File: src/rtl/bitblade_ctrl_if.sv
// CPU custom-instruction port bundle for the Bitblade MAC controller.
// The CPU drives the command side and consumes the response side.
interface bitblade_ctrl_if;
  logic        cmd_valid;
  logic        cmd_ready;
  logic [9:0]  cmd_payload_function_id;
  logic [31:0] cmd_payload_inputs_0;
  logic [31:0] cmd_payload_inputs_1;
  logic        rsp_valid;
  logic        rsp_ready;
  logic [31:0] rsp_payload_outputs_0;

  modport master (
    output cmd_valid,
    input  cmd_ready,
    output cmd_payload_function_id,
    output cmd_payload_inputs_0,
    output cmd_payload_inputs_1,
    input  rsp_valid,
    output rsp_ready,
    input  rsp_payload_outputs_0
  );

  modport slave (
    input  cmd_valid,
    output cmd_ready,
    input  cmd_payload_function_id,
    input  cmd_payload_inputs_0,
    input  cmd_payload_inputs_1,
    output rsp_valid,
    input  rsp_ready,
    output rsp_payload_outputs_0
  );
endinterface

File: src/rtl/bitblade_ctrl.sv
// Bitblade byte dot-product unit plus a MAC controller with a 32-bit
// wrapping accumulator and a saturating MAC counter.
module bitblade_dot (
  input  logic [63:0] in_a,
  input  logic [63:0] in_b,
  output logic [17:0] out_c
);
  logic [15:0] p;

  always_comb begin
    out_c = '0;
    p     = '0;
    for (int i = 0; i < 8; i++) begin
      p     = in_a[8*i +: 8] * in_b[8*i +: 8];
      out_c = out_c + {2'b00, p};
    end
  end
endmodule

module bitblade_ctrl #(
  parameter int CNT_W = 16
) (
  input logic             clk,
  input logic             reset,
  bitblade_ctrl_if.slave  bus
);
  typedef enum logic [2:0] {
    IDLE, OPR, PROD, ACC, RESP
  } state_t;

  state_t           state_q, state_d;
  logic [31:0]      opa_q, opa_d;
  logic [31:0]      opb_q, opb_d;
  logic [17:0]      prod_q, prod_d;
  logic [31:0]      acc_q, acc_d;
  logic [CNT_W-1:0] cnt_q, cnt_d;
  logic [31:0]      rsp_q, rsp_d;
  logic [17:0]      out_c;
  logic [2:0]       op;

  assign op = bus.cmd_payload_function_id[2:0];

  // The dot unit only ever sees the OPR registers, never the live bus.
  bitblade_dot u_dot (
    .in_a  ({32'h0, opa_q}),
    .in_b  ({32'h0, opb_q}),
    .out_c (out_c)
  );

  assign bus.cmd_ready = (state_q == IDLE) && !reset;
  assign bus.rsp_valid = (state_q == RESP);
  assign bus.rsp_payload_outputs_0 = rsp_q;

  always_comb begin
    state_d = state_q;
    opa_d   = opa_q;
    opb_d   = opb_q;
    prod_d  = prod_q;
    acc_d   = acc_q;
    cnt_d   = cnt_q;
    rsp_d   = rsp_q;
    unique case (state_q)
      IDLE: begin
        if (bus.cmd_valid) begin
          state_d = RESP;
          case (op)
            3'd0: begin
              acc_d = '0;
              cnt_d = '0;
              rsp_d = '0;
            end
            3'd1: begin
              opa_d   = bus.cmd_payload_inputs_0;
              opb_d   = bus.cmd_payload_inputs_1;
              state_d = OPR;
            end
            3'd2: rsp_d = acc_q;
            3'd3: rsp_d = 32'(cnt_q);
            3'd4: begin
              acc_d = bus.cmd_payload_inputs_0;
              rsp_d = bus.cmd_payload_inputs_0;
            end
            default: rsp_d = '0;
          endcase
        end
      end
      OPR: begin
        prod_d  = out_c;
        state_d = PROD;
      end
      PROD: begin
        acc_d   = acc_q + {14'h0, prod_q};
        cnt_d   = (&cnt_q) ? cnt_q : cnt_q + 1'b1;
        state_d = ACC;
      end
      ACC: begin
        rsp_d   = acc_q;
        state_d = RESP;
      end
      RESP: begin
        if (bus.rsp_ready) state_d = IDLE;
      end
      default: state_d = IDLE;
    endcase
  end

  always_ff @(posedge clk or posedge reset) begin
    if (reset) begin
      state_q <= IDLE;
      opa_q   <= '0;
      opb_q   <= '0;
      prod_q  <= '0;
      acc_q   <= '0;
      cnt_q   <= '0;
      rsp_q   <= '0;
    end else begin
      state_q <= state_d;
      opa_q   <= opa_d;
      opb_q   <= opb_d;
      prod_q  <= prod_d;
      acc_q   <= acc_d;
      cnt_q   <= cnt_d;
      rsp_q   <= rsp_d;
    end
  end
endmodule

File: src/flat_wrapper.sv
// flat-port wrapper written by rule: the top's interface ports become plain ports
module bitblade_ctrl_flat 
#(
  parameter int CNT_W = 16
)
  (clk, reset, bus_cmd_valid, bus_cmd_ready, bus_cmd_payload_function_id, bus_cmd_payload_inputs_0, bus_cmd_payload_inputs_1, bus_rsp_valid, bus_rsp_ready, bus_rsp_payload_outputs_0);
  bitblade_ctrl_if bus_i ();
  input logic clk;
  input logic reset;
  input wire logic [$bits(bus_i.cmd_valid)-1:0] bus_cmd_valid;
  output wire logic [$bits(bus_i.cmd_ready)-1:0] bus_cmd_ready;
  input wire logic [$bits(bus_i.cmd_payload_function_id)-1:0] bus_cmd_payload_function_id;
  input wire logic [$bits(bus_i.cmd_payload_inputs_0)-1:0] bus_cmd_payload_inputs_0;
  input wire logic [$bits(bus_i.cmd_payload_inputs_1)-1:0] bus_cmd_payload_inputs_1;
  output wire logic [$bits(bus_i.rsp_valid)-1:0] bus_rsp_valid;
  input wire logic [$bits(bus_i.rsp_ready)-1:0] bus_rsp_ready;
  output wire logic [$bits(bus_i.rsp_payload_outputs_0)-1:0] bus_rsp_payload_outputs_0;
  assign bus_i.cmd_valid = bus_cmd_valid;
  assign bus_cmd_ready = bus_i.cmd_ready;
  assign bus_i.cmd_payload_function_id = bus_cmd_payload_function_id;
  assign bus_i.cmd_payload_inputs_0 = bus_cmd_payload_inputs_0;
  assign bus_i.cmd_payload_inputs_1 = bus_cmd_payload_inputs_1;
  assign bus_rsp_valid = bus_i.rsp_valid;
  assign bus_i.rsp_ready = bus_rsp_ready;
  assign bus_rsp_payload_outputs_0 = bus_i.rsp_payload_outputs_0;
  bitblade_ctrl #(.CNT_W(CNT_W)) u_core (.clk(clk), .reset(reset), .bus(bus_i));
endmodule
File: config.mk
export PLATFORM = sky130hd
export DESIGN_NAME = bitblade_ctrl_flat
export DESIGN_NICKNAME = d
export VERILOG_FILES = /design/src/rtl/bitblade_ctrl_if.sv /design/src/rtl/bitblade_ctrl.sv /design/src/flat_wrapper.sv
export SDC_FILE = /design/constraint.sdc
export NUM_CORES = 1
export LEC_CHECK = 0
export ABC_AREA = 0
export BUFFER_PORTS_ARGS = -buffer_cell sky130_fd_sc_hd__buf_2
export CORE_UTILIZATION = 39
export CTS_BUF_LIST = sky130_fd_sc_hd__clkbuf_8
export DETAILED_ROUTE_END_ITERATION = 10
export MAX_ROUTING_LAYER = met4
export PLACE_DENSITY = 0.64
export SYNTH_ARGS = -nofsm -noshare
export SYNTH_HDL_FRONTEND = slang
export SYNTH_HIERARCHICAL = 1
export SYNTH_SLANG_ARGS = --single-unit
File: constraint.sdc
create_clock -name clk -period 17.4 [get_ports clk]
set_input_delay 1.74 -clock clk [delete_from_list [all_inputs] [get_ports clk]]
set_output_delay 1.74 -clock clk [all_outputs]
set_load 0.005 [all_outputs]
==> results.json <==
{
  "wire_per_inst_um": 13.33,
  "cts_tree": "built",
  "clock_sinks": 165,
  "hold_depth": 2,
  "drive_above_1_share": 0.07931,
  "syn_inst": 2715,
  "yosys.area.top_type": "fa_1",
  "fp.coreArea_um2": 67040,
  "startpoint_type": "flop",
  "yosysWarnings": 6,
  "ctsResizeCount": 0,
  "fp.dieArea_um2": 68770,
  "worst_hold_path.endpoint": "u_core/bus.rsp_payload_outputs_0[25]$_DFFE_PP0P_",
  "fmax_ghz": 0.1235,
  "critPathMaxFanout": 9,
  "overflow": 0,
  "track_usage": 0.1809,
  "worstPathArrival_ns": 8.49,
  "die_h_um": 262.2,
  "period_needed_ns": 8.095,
  "required_ns": 17.80,
  "nets": 4105,
  "dp_hpwl_um": 48360,
  "slew-limit-headroom": 0.2910,
  "viasPerCell": 4.406,
  "htree_levels": 4,
  "io_buffers": 104,
  "first_global_vias": 19180,
  "setup_viol": 0,
  "fin_crit_sh": 0.4652,
  "place_area_um2": 29830,
  "worst_slew_pin_slew_ns": 1.060,
  "syn2layout_area_growth_pct": 14.47,
  "grt_max_degree": 88,
  "gp_congestion": 0.8679,
  "cts_buffers": 17,
  "status": "finished, final reports clean",
  "rr_worst_depth": 24,
  "ys_top_cells_by_count": "inv_1 (567), fa_1 (475), and2_1 (346)",
  "drc": 0,
  "antenna_found_initial": 1,
  "firstDrtPassIters": 5,
  "ys_top_cells_by_area": "fa_1 (36%), dfrtp_1 (16%), ha_1 (12%), and2_1 (8.2%), inv_1 (8.1%)",
  "rows": 95,
  "timing.rr.end": "u_core/prod_q[17]$_DFFE_PP0P_",
  "synth.distinct_cells": 83,
  "clkSlewWorstSetupHoldPaths_ns": 0.09,
  "cap_violations": 0,
  "design.portCount": 112,
  "async_flop_share": 1.000,
  "yosysSeqAreaShare": 0.1563,
  "die_w_um": 262.2,
  "avgSynthCellArea_um2": 9.728,
  "ctsLongestPathBuffers": 2,
  "r2r-start": "u_core/opb_q[1]$_DFFE_PP0P_",
  "worstHoldPathType": "flop to flop",
  "root_buffer": "clkbuf_8",
  "vias": 18460,
  "antenna_left": 0,
  "worstSetupPathType": "flop to flop",
  "synth_top_cell_area_share": 0.3600,
  "ys_ff_latch": 165,
  "r2r_setup_slack_ns": 9.31,
  "fin_area_um2": 30230,
  "hold_violations": 0,
  "insertion_delay_ns": 0.51,
  "ctsHoldBuffers": 0,
  "grt_pass1_wl_um": 97730,
  "slew_viol_final": 0,
  "crit_path_end_kind": "flop",
  "totalWireLength_um": 55860,
  "start_util": 0.3940,
  "post_cts_buffers": 0,
  "synth_edf_count": 0,
  "synth_area_um2": 26410,
  "drtIter0Drc": 1012,
  "worstHoldStart": "u_core/bus.rsp_payload_outputs_0[25]$_DFFE_PP0P_",
  "yosysMostFrequentCell": "inv_1",
  "tns_ns": 0,
  "rsz0062_at_grt": "false",
  "synth_flop_cell": "dfrtp_1",
  "fin_worst_skew_ns": 0.01914
}
## worst max-delay path, cell delays in order (launching register included)
cell and delay (ns):
dfrtp_1 0.58, nand2_1 0.14, fa_1 0.55, inv_1 0.05, fa_1 0.48, fa_1 0.58
fa_1 0.44, fa_1 0.53, inv_1 0.05, fa_1 0.49, inv_1 0.07, fa_1 0.49
fa_1 0.51, fa_1 0.50, inv_1 0.05, fa_1 0.47, inv_1 0.04, ha_1 0.36
o211ai_1 0.13, o21ai_2 0.25, o2111ai_2 0.19, a31oi_1 0.37, a31oi_1 0.16, xnor2_1 0.20
mux2_2 0.29
## area by class of cell
type                    count  area [um^2]
fillers                  6616        36810
inverters                 567         2133
flip-flops and latches    165         4129
clock buffers              20        275.3
repair buffers            112        580.6
clock inverters            11        126.4
well taps                 873         1092
multi-input cells        2441        21890
diodes                      1        2.502
## layout by cell type, fill, tap and decap left out, types with 4 or more instances in the layout
master | synthesis | routed
o21a_1 | 10 | 10
and3_1 | 9 | 9
ha_1 | 248 | 248
buf_2 | 9 | 104
a31oi_1 | 12 | 11
a221o_1 | 14 | 14
inv_1 | 567 | 568
nor2_1 | 63 | 63
nor3_1 | 25 | 25
nand4_1 | 11 | 11
and2_1 | 346 | 346
inv_6 | 0 | 4
nor3b_1 | 6 | 4
nor2b_1 | 5 | 5
mux2_2 | 83 | 83
a21o_1 | 11 | 11
xnor2_1 | 18 | 18
nand3_1 | 20 | 19
conb_1 | 1 | 512
mux2i_1 | 6 | 6
o31a_2 | 4 | 4
dfrtp_1 | 165 | 165
clkbuf_8 | 0 | 20
nand2_1 | 283 | 283
a211oi_1 | 23 | 23
o21ai_0 | 50 | 49
fa_1 | 475 | 475
a22oi_1 | 10 | 10
xor2_1 | 12 | 12
a21oi_1 | 107 | 107
buf_4 | 2 | 8
## worst max-delay path by stage
| stage | startpoint | end | slack, ns | cells after the start |
|---|---|---|---|---|
| 2_1_floorplan | u_core/opb_q[1]$_DFFE_PP0P_ | u_core/prod_q[16]$_DFFE_PP0P_ | 10.04 | 23 |
| 3_3_place_gp | u_core/opb_q[1]$_DFFE_PP0P_ | u_core/prod_q[17]$_DFFE_PP0P_ | 9.35 | 24 |
| 3_5_place_dp | u_core/opa_q[5]$_DFFE_PP0P_ | u_core/prod_q[17]$_DFFE_PP0P_ | 9.33 | 24 |
| 4_1_cts | u_core/opb_q[1]$_DFFE_PP0P_ | u_core/prod_q[17]$_DFFE_PP0P_ | 9.28 | 24 |
| 5_1_grt | u_core/opb_q[1]$_DFFE_PP0P_ | u_core/prod_q[17]$_DFFE_PP0P_ | 9.01 | 24 |
| 6_report | u_core/opb_q[1]$_DFFE_PP0P_ | u_core/prod_q[17]$_DFFE_PP0P_ | 9.31 | 24 |
## cell families (layout without fill, tap and decap cells)
family	after synthesis	in the layout	synth area share
simple gates	800	800	0.1579
fa+ha+maj	723	723	0.4775
buf+inv	620	710	0.08882
compound gates	287	287	0.07163
flops	165	165	0.1563
mux	89	89	0.03766
xor+xnor	30	30	0.009948
other cells	1	513	0.0001420
## flip-flops by register name, summed over array words and instances, names as in the netlist
| signal | flops |
|---|---|
| u_core/opa_q | 32 |
| u_core/opb_q | 32 |
| u_core/prod_q | 18 |
| u_core/cnt_q | 16 |
| u_core/bus.rsp_payload_outputs_0 | 32 |
| u_core/state_q | 3 |
| u_core/acc_q | 32 |
## routing by layer
layer,vias up,track usage,wire (um)
li1,9133,-,-
met1,8999,0.2567,27190
met2,290,0.2869,26430
met3,38,0.01474,1666
met4,0,0.03100,572
met5,-,-,0
## per-stage QoR
stage / setup WS [ns] / hold WS (ns) / std cells / utilization
2_1_floorplan: 10.04 / 0.4652 / 3226 / -
3_3_place_gp: 9.355 / 0.4610 / 4158 / 0.4449
3_5_place_dp: 9.327 / 0.4775 / 4158 / 0.4449
4_1_cts: 9.276 / 0.4999 / 4189 / 0.4509
5_1_grt: 9.005 / 0.5265 / 4190 / 0.4510
6_report: 9.305 / 0.4941 / 4190 / 0.4510
Power is not shown: default switching activity piles up to over one toggle a cycle in this logic, so the estimate is an artifact.
